## config.mk

```make
export PLATFORM = sky130hd
export DESIGN_NAME = hazard_scoreboard_flat
export DESIGN_NICKNAME = d
export VERILOG_FILES = /design/src/rtl/hazard_scoreboard_pkg.sv /design/src/rtl/hazard_scoreboard_if.sv /design/src/rtl/hazard_scoreboard_decode.sv /design/src/rtl/hazard_scoreboard.sv /design/src/flat_wrapper.sv
export SDC_FILE = /design/constraint.sdc
export NUM_CORES = 1
export LEC_CHECK = 0
export ABC_CLOCK_PERIOD_IN_PS = 6300
export CORE_MARGIN = 5
export CORE_UTILIZATION = 51
export DETAILED_ROUTE_END_ITERATION = 6
export GPL_ROUTABILITY_DRIVEN = 0
export HOLD_SLACK_MARGIN = 0.03
export PLACE_DENSITY = 0.86
export SLEW_MARGIN = 20
export SYNTH_ARGS = -nofsm -noshare
export SYNTH_HDL_FRONTEND = slang
export SYNTH_HIERARCHICAL = 1
export SYNTH_SLANG_ARGS = --single-unit
```

## constraint.sdc

```tcl
create_clock -name clk -period 6.3 [get_ports clk]
set_clock_uncertainty 0.1 [all_clocks]
set_input_delay 0.945 -clock clk [delete_from_list [all_inputs] [get_ports clk]]
set_output_delay 0.945 -clock clk [all_outputs]
set_load 0.05 [all_outputs]
```

## src/rtl/hazard_scoreboard_pkg.sv

```systemverilog
// Shared definitions for the decode-stage hazard scoreboard: instruction
// field positions, opcode/funct constants, producer classes and the
// forward-select encoding consumed by the decode-stage operand muxes.
package hazard_scoreboard_pkg;

    // Architectural register specifier width as carried in the instruction.
    localparam int REG_W = 5;

    // Tuse value for an operand the instruction does not read; larger than
    // any Tnew, so it can never raise a stall.
    localparam int TUSE_NONE = 3;

    // Primary opcodes.
    localparam logic [5:0] OP_SPECIAL = 6'h00;
    localparam logic [5:0] OP_J       = 6'h02;
    localparam logic [5:0] OP_JAL     = 6'h03;
    localparam logic [5:0] OP_BEQ     = 6'h04;
    localparam logic [5:0] OP_ORI     = 6'h0d;
    localparam logic [5:0] OP_LUI     = 6'h0f;
    localparam logic [5:0] OP_LW      = 6'h23;
    localparam logic [5:0] OP_SW      = 6'h2b;

    // Function codes under OP_SPECIAL.
    localparam logic [5:0] FN_JR   = 6'h08;
    localparam logic [5:0] FN_ADDU = 6'h21;
    localparam logic [5:0] FN_SUBU = 6'h23;

    // Producer class of an in-flight destination. It decides which
    // pipeline register can supply the value once its Tnew reaches zero.
    typedef enum logic [1:0] {
        CLS_NONE = 2'd0,
        CLS_ALU  = 2'd1,
        CLS_MEM  = 2'd2,
        CLS_LINK = 2'd3
    } cls_e;

    // Forward-select encoding driven to the decode-stage operand muxes.
    typedef enum logic [2:0] {
        FWD_RF    = 3'd0,
        FWD_PC8_E = 3'd1,
        FWD_ALU_M = 3'd2,
        FWD_WD_W  = 3'd3
    } fwd_e;

    function automatic logic [5:0] opcode_of(input logic [31:0] instr);
        return instr[31:26];
    endfunction

    function automatic logic [5:0] funct_of(input logic [31:0] instr);
        return instr[5:0];
    endfunction

    function automatic logic [REG_W-1:0] rs_of(input logic [31:0] instr);
        return instr[25:21];
    endfunction

    function automatic logic [REG_W-1:0] rt_of(input logic [31:0] instr);
        return instr[20:16];
    endfunction

endpackage

```

## src/rtl/hazard_scoreboard_if.sv

```systemverilog
// Decode-stage forwarding interface between the decode stage (master) and
// the hazard scoreboard (slave). With HAZARD_STAT_EN defined the interface
// also carries the stall and forward statistics counters.
//
// There is no valid/ready handshake: the decode stage presents Instr_D and
// A3_D every cycle, and holds them unchanged for as long as Stall is high;
// the scoreboard answers combinationally in the same cycle.
interface hazard_scoreboard_if;

    logic [31:0] Instr_D;
    logic [4:0]  A3_D;
    logic        ext_stall;
    logic        Stall;
    logic [2:0]  ForwardRSD;
    logic [2:0]  ForwardRTD;
`ifdef HAZARD_STAT_EN
    logic [31:0] stall_cnt;
    logic [31:0] fwd_cnt;
`endif

    modport master (
        output Instr_D, A3_D, ext_stall,
`ifdef HAZARD_STAT_EN
        input  stall_cnt, fwd_cnt,
`endif
        input  Stall, ForwardRSD, ForwardRTD
    );

    modport slave (
        input  Instr_D, A3_D, ext_stall,
`ifdef HAZARD_STAT_EN
        output stall_cnt, fwd_cnt,
`endif
        output Stall, ForwardRSD, ForwardRTD
    );

endinterface

```

## src/rtl/hazard_scoreboard_decode.sv

```systemverilog
// tuse_tnew_decode: purely combinational classification of the instruction
// in decode. Produces the cycle each source operand is first needed (Tuse),
// the cycles until its result exists once it enters E (Tnew) and its
// producer class. Unknown encodings read nothing and write nothing.
module tuse_tnew_decode
    import hazard_scoreboard_pkg::*;
#(
    parameter int TW = 2
) (
    input  logic [31:0]   instr,
    output logic [TW-1:0] tuse_rs,
    output logic [TW-1:0] tuse_rt,
    output logic [TW-1:0] tnew,
    output cls_e          cls
);

    localparam logic [TW-1:0] T0 = '0;
    localparam logic [TW-1:0] T1 = TW'(1);
    localparam logic [TW-1:0] T2 = TW'(2);
    localparam logic [TW-1:0] TN = TW'(TUSE_NONE);

    logic [5:0] opcode;
    logic [5:0] funct;
    logic       unused_fields;

    assign opcode        = opcode_of(instr);
    assign funct         = funct_of(instr);
    // Register and immediate fields are resolved by the scoreboard itself.
    assign unused_fields = ^instr[25:6];

    // Opcode/funct table: operand timing and result class.
    always_comb begin
        tuse_rs = TN;
        tuse_rt = TN;
        tnew    = T0;
        cls     = CLS_NONE;
        case (opcode)
            OP_SPECIAL: begin
                case (funct)
                    FN_ADDU, FN_SUBU: begin
                        tuse_rs = T1;
                        tuse_rt = T1;
                        tnew    = T1;
                        cls     = CLS_ALU;
                    end
                    FN_JR: begin
                        tuse_rs = T0;
                    end
                    default: begin
                    end
                endcase
            end
            OP_ORI: begin
                tuse_rs = T1;
                tnew    = T1;
                cls     = CLS_ALU;
            end
            OP_LUI: begin
                tnew = T1;
                cls  = CLS_ALU;
            end
            OP_LW: begin
                tuse_rs = T1;
                tnew    = T2;
                cls     = CLS_MEM;
            end
            OP_SW: begin
                tuse_rs = T1;
                tuse_rt = T2;
            end
            OP_BEQ: begin
                tuse_rs = T0;
                tuse_rt = T0;
            end
            OP_JAL: begin
                // Link value PC+8 exists as soon as jal reaches E.
                tnew = T0;
                cls  = CLS_LINK;
            end
            OP_J: begin
            end
            default: begin
            end
        endcase
    end

endmodule

```

## src/rtl/hazard_scoreboard.sv

```systemverilog
// hazard_scoreboard: producer side of the decode-stage forwarding interface.
// Tracks the destinations of the instructions in E, M and W in a shadow
// pipeline with per-slot Tnew, and compares them against the Tuse of the
// instruction in decode to produce Stall and the rs/rt forward selects.
// All outputs are combinational from the shadow slots plus Instr_D and
// ext_stall.
//
// Optional build macro HAZARD_STAT_EN: adds the stall_cnt / fwd_cnt
// statistics counters to the interface.
module hazard_scoreboard
    import hazard_scoreboard_pkg::*;
#(
    parameter int NUM_REGS = 32,
    parameter int TW       = 2
) (
    input  logic           clk,
    input  logic           reset,
    hazard_scoreboard_if.slave hz
);

    localparam int RW = $clog2(NUM_REGS);
    localparam logic [TW-1:0] TUSE_N = TW'(TUSE_NONE);

    // One in-flight destination; a3 == 0 marks an empty slot, because
    // register 0 never needs forwarding.
    typedef struct packed {
        logic [RW-1:0] a3;
        logic [TW-1:0] tnew;
        cls_e          cls;
    } slot_t;

    // Per-operand verdict: stall request and forward select.
    typedef struct packed {
        logic hzd;
        fwd_e sel;
    } opnd_t;

    logic [TW-1:0] tuse_rs;
    logic [TW-1:0] tuse_rt;
    logic [TW-1:0] tnew_d;
    cls_e          cls_d;
    logic [RW-1:0] rs_d;
    logic [RW-1:0] rt_d;
    slot_t         e_q;
    slot_t         m_q;
    slot_t         w_q;
    opnd_t         rs_res;
    opnd_t         rt_res;
    logic          hazard;
    logic          stall;

    tuse_tnew_decode #(
        .TW(TW)
    ) u_decode (
        .instr   (hz.Instr_D),
        .tuse_rs (tuse_rs),
        .tuse_rt (tuse_rt),
        .tnew    (tnew_d),
        .cls     (cls_d)
    );

    assign rs_d = RW'(rs_of(hz.Instr_D));
    assign rt_d = RW'(rt_of(hz.Instr_D));

    // Only the youngest matching slot counts: an older write to the same
    // register is stale. The value is forwardable only once Tnew is zero,
    // and only from a stage whose result mux actually carries it (E only
    // holds PC+8 for a link). Operands the instruction does not read
    // (Tuse = none) are ignored entirely, so fields such as the rt of
    // lui/ori/lw, which name the destination, never produce a select.
    function automatic opnd_t resolve(input logic [RW-1:0] r,
                                      input logic [TW-1:0] tuse,
                                      input slot_t         e,
                                      input slot_t         m,
                                      input slot_t         w);
        opnd_t res;
        res.hzd = 1'b0;
        res.sel = FWD_RF;
        if (r != '0 && tuse != TUSE_N) begin
            if (e.a3 == r) begin
                res.hzd = (e.tnew > tuse);
                if (e.tnew == '0 && e.cls == CLS_LINK) begin
                    res.sel = FWD_PC8_E;
                end
            end else if (m.a3 == r) begin
                res.hzd = (m.tnew > tuse);
                if (m.tnew == '0 && (m.cls == CLS_ALU || m.cls == CLS_LINK)) begin
                    res.sel = FWD_ALU_M;
                end
            end else if (w.a3 == r) begin
                res.hzd = (w.tnew > tuse);
                if (w.tnew == '0) begin
                    res.sel = FWD_WD_W;
                end
            end
        end
        return res;
    endfunction

    // rs and rt are resolved independently against the same slots.
    always_comb begin
        rs_res = resolve(rs_d, tuse_rs, e_q, m_q, w_q);
        rt_res = resolve(rt_d, tuse_rt, e_q, m_q, w_q);
    end

    assign hazard        = rs_res.hzd | rt_res.hzd;
    assign stall         = hz.ext_stall | hazard;
    assign hz.Stall      = stall;
    assign hz.ForwardRSD = rs_res.sel;
    assign hz.ForwardRTD = rt_res.sel;

    // One cycle of progress: Tnew drops by one entering M (never below
    // zero), and every result is available by the time it reaches W.
    function automatic slot_t age_into_m(input slot_t s);
        slot_t r;
        r      = s;
        r.tnew = (s.tnew == '0) ? '0 : s.tnew - TW'(1);
        return r;
    endfunction

    function automatic slot_t age_into_w(input slot_t s);
        slot_t r;
        r      = s;
        r.tnew = '0;
        return r;
    endfunction

    // Shadow pipeline advance; a stalled decode sends a bubble into E.
    always_ff @(posedge clk or posedge reset) begin
        if (reset) begin
            e_q <= '0;
            m_q <= '0;
            w_q <= '0;
        end else begin
            if (stall) begin
                e_q <= '0;
            end else begin
                e_q.a3   <= RW'(hz.A3_D);
                e_q.tnew <= tnew_d;
                e_q.cls  <= cls_d;
            end
            m_q <= age_into_m(e_q);
            w_q <= age_into_w(m_q);
        end
    end

`ifdef HAZARD_STAT_EN
    logic [31:0] stall_cnt_q;
    logic [31:0] fwd_cnt_q;

    // Statistics: hazard-caused stall cycles and cycles with any forward.
    always_ff @(posedge clk or posedge reset) begin
        if (reset) begin
            stall_cnt_q <= '0;
            fwd_cnt_q   <= '0;
        end else begin
            if (hazard) begin
                stall_cnt_q <= stall_cnt_q + 32'd1;
            end
            if (rs_res.sel != FWD_RF || rt_res.sel != FWD_RF) begin
                fwd_cnt_q <= fwd_cnt_q + 32'd1;
            end
        end
    end

    assign hz.stall_cnt = stall_cnt_q;
    assign hz.fwd_cnt   = fwd_cnt_q;
`endif

endmodule

```

## src/flat_wrapper.sv

```systemverilog
// flat-port wrapper written by rule: the top's interface ports become plain ports
module hazard_scoreboard_flat import hazard_scoreboard_pkg::*;
#(
    parameter int NUM_REGS = 32,
    parameter int TW       = 2
)
  (clk, reset, hz_Instr_D, hz_A3_D, hz_ext_stall, hz_Stall, hz_ForwardRSD, hz_ForwardRTD);
  hazard_scoreboard_if hz_i ();
  input  logic clk;
  input  logic reset;
  input wire logic [$bits(hz_i.Instr_D)-1:0] hz_Instr_D;
  input wire logic [$bits(hz_i.A3_D)-1:0] hz_A3_D;
  input wire logic [$bits(hz_i.ext_stall)-1:0] hz_ext_stall;
  output wire logic [$bits(hz_i.Stall)-1:0] hz_Stall;
  output wire logic [$bits(hz_i.ForwardRSD)-1:0] hz_ForwardRSD;
  output wire logic [$bits(hz_i.ForwardRTD)-1:0] hz_ForwardRTD;
  assign hz_i.Instr_D = hz_Instr_D;
  assign hz_i.A3_D = hz_A3_D;
  assign hz_i.ext_stall = hz_ext_stall;
  assign hz_Stall = hz_i.Stall;
  assign hz_ForwardRSD = hz_i.ForwardRSD;
  assign hz_ForwardRTD = hz_i.ForwardRTD;
  hazard_scoreboard #(.NUM_REGS(NUM_REGS), .TW(TW)) u_core (.clk(clk), .reset(reset), .hz(hz_i));
endmodule
```

==> results.py <==
metrics = {
    "logic_synthesis": {
        "yosys_warnings": 6,
        "synth-edff-count": 0,
        "synth-seq-cells": 22,
        "synth_top_area_share_pct": 35.0,
        "synth_ff_type": "dfrtp_1",
        "syn_avg_cell_area_sq_um": 9.88,
        "synth.most_common_cell": "dfrtp_1",
        "seq_area_frac_synth_pct": 35.0,
        "synth.top_cells.by_count": "dfrtp_1, xor2_1, nand2_1, and2_1, xnor2_1",
        "synth.cell_area_sq_um": 1570,
        "syn_inst": 159,
        "synth_area_leaders": "dfrtp_1, xor2_1, ha_1",
        "yosys.area.top_type": "dfrtp_1",
        "synth_cell_types": 38,
        "async_flop_share_pct": 100,
    },
    "worst_hold_path": {
        "min-delay-start": "u_core/e_q[0]",
        "min_path_cells": 0,
        "whs_endpoint": "u_core/m_q[0]",
        "hold_path.class": "flip-flop to flip-flop",
    },
    "sta": {
        "post-route-min-period_ps": 5850,
        "max_slew_margin_pct": 46.5,
        "finalSetupViolations": 0,
        "final-hold-violation-count": 0,
        "period_share_pct": 92.8,
        "final_max_slew_viol_count": 0,
        "worst_pin_slew_ps": 801,
        "fin_tns_setup_ps": 0,
        "max_freq_mhz": 171,
        "rsz0062_at_grt": "no",
    },
    "setup_path": {
        "r2r-end": "u_core/e_q[7]",
        "max_stage_delay_ps": 710,
        "end_kind": "output pin",
        "cp_data_required_time_ps": 5250,
        "crit_path_max_fanout": 7,
        "cp.arrival_ps": 4800,
        "crit_chain": "clkdlybuf4s50_1 -> or4_4 -> or3_4 -> o311ai_2 -> inv_1 -> ha_1 -> nor2b_1 -> o2111a_1 -> a22o_2 -> a221oi_4 -> inv_1 -> clkdlybuf4s50_1",
        "ff2ff_setup_slack_ps": 4150,
        "r2r_start": "u_core/m_q[3]",
        "rr_worst_depth": 7,
        "critical_path.top_delay_family": "buffers and inverters",
        "cp_num_buf_inv": 4,
        "slowest_stage": "clkdlybuf4s50_1",
        "path_class": "input port to output pin",
        "critPathLaunchType": "input port",
    },
    "layout": {
        "fin_util_pct": 66.1,
        "diodes": 0,
        "final_cells": 230,
        "drive_above_1_share_pct": 9.14,
        "syn_to_final_growth_pct": 26.4,
        "finalNetCount": 246,
    },
    "global_routing": {
        "use_met1_pct": 23.9,
        "grtUsageTotal_pct": 18.8,
        "grt_use_met3_pct": 2.91,
        "grt_pass1_wl_um": 6320,
        "grt-ovfl-total": 0,
        "first_global_vias": 1392,
        "grt_busiest_layer": "met2",
        "antenna_found_initial": 0,
        "grt_max_degree": 23,
        "met2_usage_pct": 31.4,
    },
    "drt": {
        "drc": 0,
        "vias": 1300,
        "wl_per_cell_um": 16.5,
        "viasPerCell": 5.65,
        "ant_nets": 0,
        "drt-initial-drc-count": 48,
        "dr.pass1.iters": 4,
        "drt_wl_total_um": 3800,
    },
    "pwr": {
        "power_mw": 0.299,
        "leakagePower_nw": 0.882,
        "peakVddDrop_mv": 0.132,
        "power.density_nw_per_um2": 151,
    },
    "die": {
        "die_h_um": 65.5,
        "initial_core_util_pct": 52.3,
        "die_area_sq_um": 4290,
        "die_w_um": 65.5,
        "core_sq_um": 3000,
        "ios": 47,
        "rows": 20,
    },
    "clock_network": {
        "path_clk_slew_ps": 110,
        "clock_tree.root_cell": "clkbuf_4",
        "cts_tree": "yes",
        "htreeDepth": 1,
        "clk_path_buf_depth": 2,
        "cts_resized": 0,
        "cts_made_buffers": 3,
        "clk-insertion-delay-late_ps": 300,
        "cts_setup_buffers": 0,
        "hold_buffers": 0,
        "cts.sinks": 22,
    },
    "placement": {
        "io_buffers": 34,
        "dp.cells": 226,
        "dp_hpwl_um": 3240,
    },
    "run_status": {
        "status": "completed",
    },
    "run": {
        "cap_violations": 0,
    },
}
[how the worst max path moves through the flow]
stage / start / depth (start not counted) / to / slack (ps)
after floorplan: hz_Instr_D[29] / 10 / hz_Stall / 1620
after global placement: hz_Instr_D[31] / 12 / hz_Stall / 560
after detailed placement: hz_Instr_D[31] / 12 / hz_Stall / 450
after CTS: hz_Instr_D[31] / 12 / hz_Stall / 440
after global routing: hz_Instr_D[31] / 12 / hz_Stall / 300
final: hz_Instr_D[31] / 12 / hz_Stall / 450
[worst reg2reg max path, stage by stage (launching register included)]
cell      delay (ps)
dfrtp_1          430
ha_1             300
nor2b_1          130
o2111a_1         220
a22o_2           250
a221oi_4         320
buf_4            200
and2_1           140
[power breakdown]
group	switching (mW)	internal, mW
combinational	0.0375	0.0355
clock	0.0377	0.0352
sequential	0.00688	0.147
[cell type report]
class	instances	area, sq um
fill	235	1020
multi-input combinational	128	980
sequential	22	551
timing repair buffer	35	348
tap	33	41.3
clock buffer	4	36.3
inverter	8	30.0
[kinds of logic after synthesis]
group	share of synthesized area, %
AO/OA/AOI/OAI	12.4
other	0.239
adder cells (fa/ha/maj)	6.37
buffers and inverters	2.87
multiplexers	1.27
AND/OR/NAND/NOR	25.1
flip-flops	35.0
XOR/XNOR	16.7
[registers in the layout, summed over array words and instances (netlist names)]
signal,cells
u_core/m_q,8
u_core/w_q,5
u_core/e_q,9
[metal layers]
| metal | share of wire (%) | wire, um | up-vias |
|---|---|---|---|
| li1 | - | - | 634 |
| met1 | 43 | 1640 | 611 |
| met2 | 50 | 1890 | 42 |
| met3 | 4.7 | 177 | 13 |
| met4 | 2.4 | 91 | 0 |
| met5 | 0 | 0 | - |
[cell usage in the layout (no fill, tap or decap), types with 2 or more instances in the layout]
cell / count
and2_1: 10
nor2_1: 7
o2111a_1: 2
and3_1: 2
nor3b_1: 3
inv_1: 8
dfrtp_1: 22
nand2_1: 11
a31oi_1: 3
clkbuf_4: 3
nor3_1: 6
nand3_1: 7
conb_1: 2
xor2_1: 20
nand4b_1: 2
mux2i_1: 2
o22ai_1: 2
clkdlybuf4s50_1: 34
or4_4: 2
and4b_1: 3
nor2b_1: 6
a22o_2: 2
xnor2_1: 10
o21ai_0: 4
ha_1: 8
[through the flow]
step | instance area (sq um) | setup slack [ps] | hold WS (ps)
final | 1990 | 452 | 287
after global placement | 1950 | 558 | 258
after detailed placement | 1950 | 445 | 262
after global routing | 1990 | 301 | 315
after floorplan | 1580 | 1620 | 254
after CTS | 1990 | 443 | 289
Power figures use the tool's default switching activity.
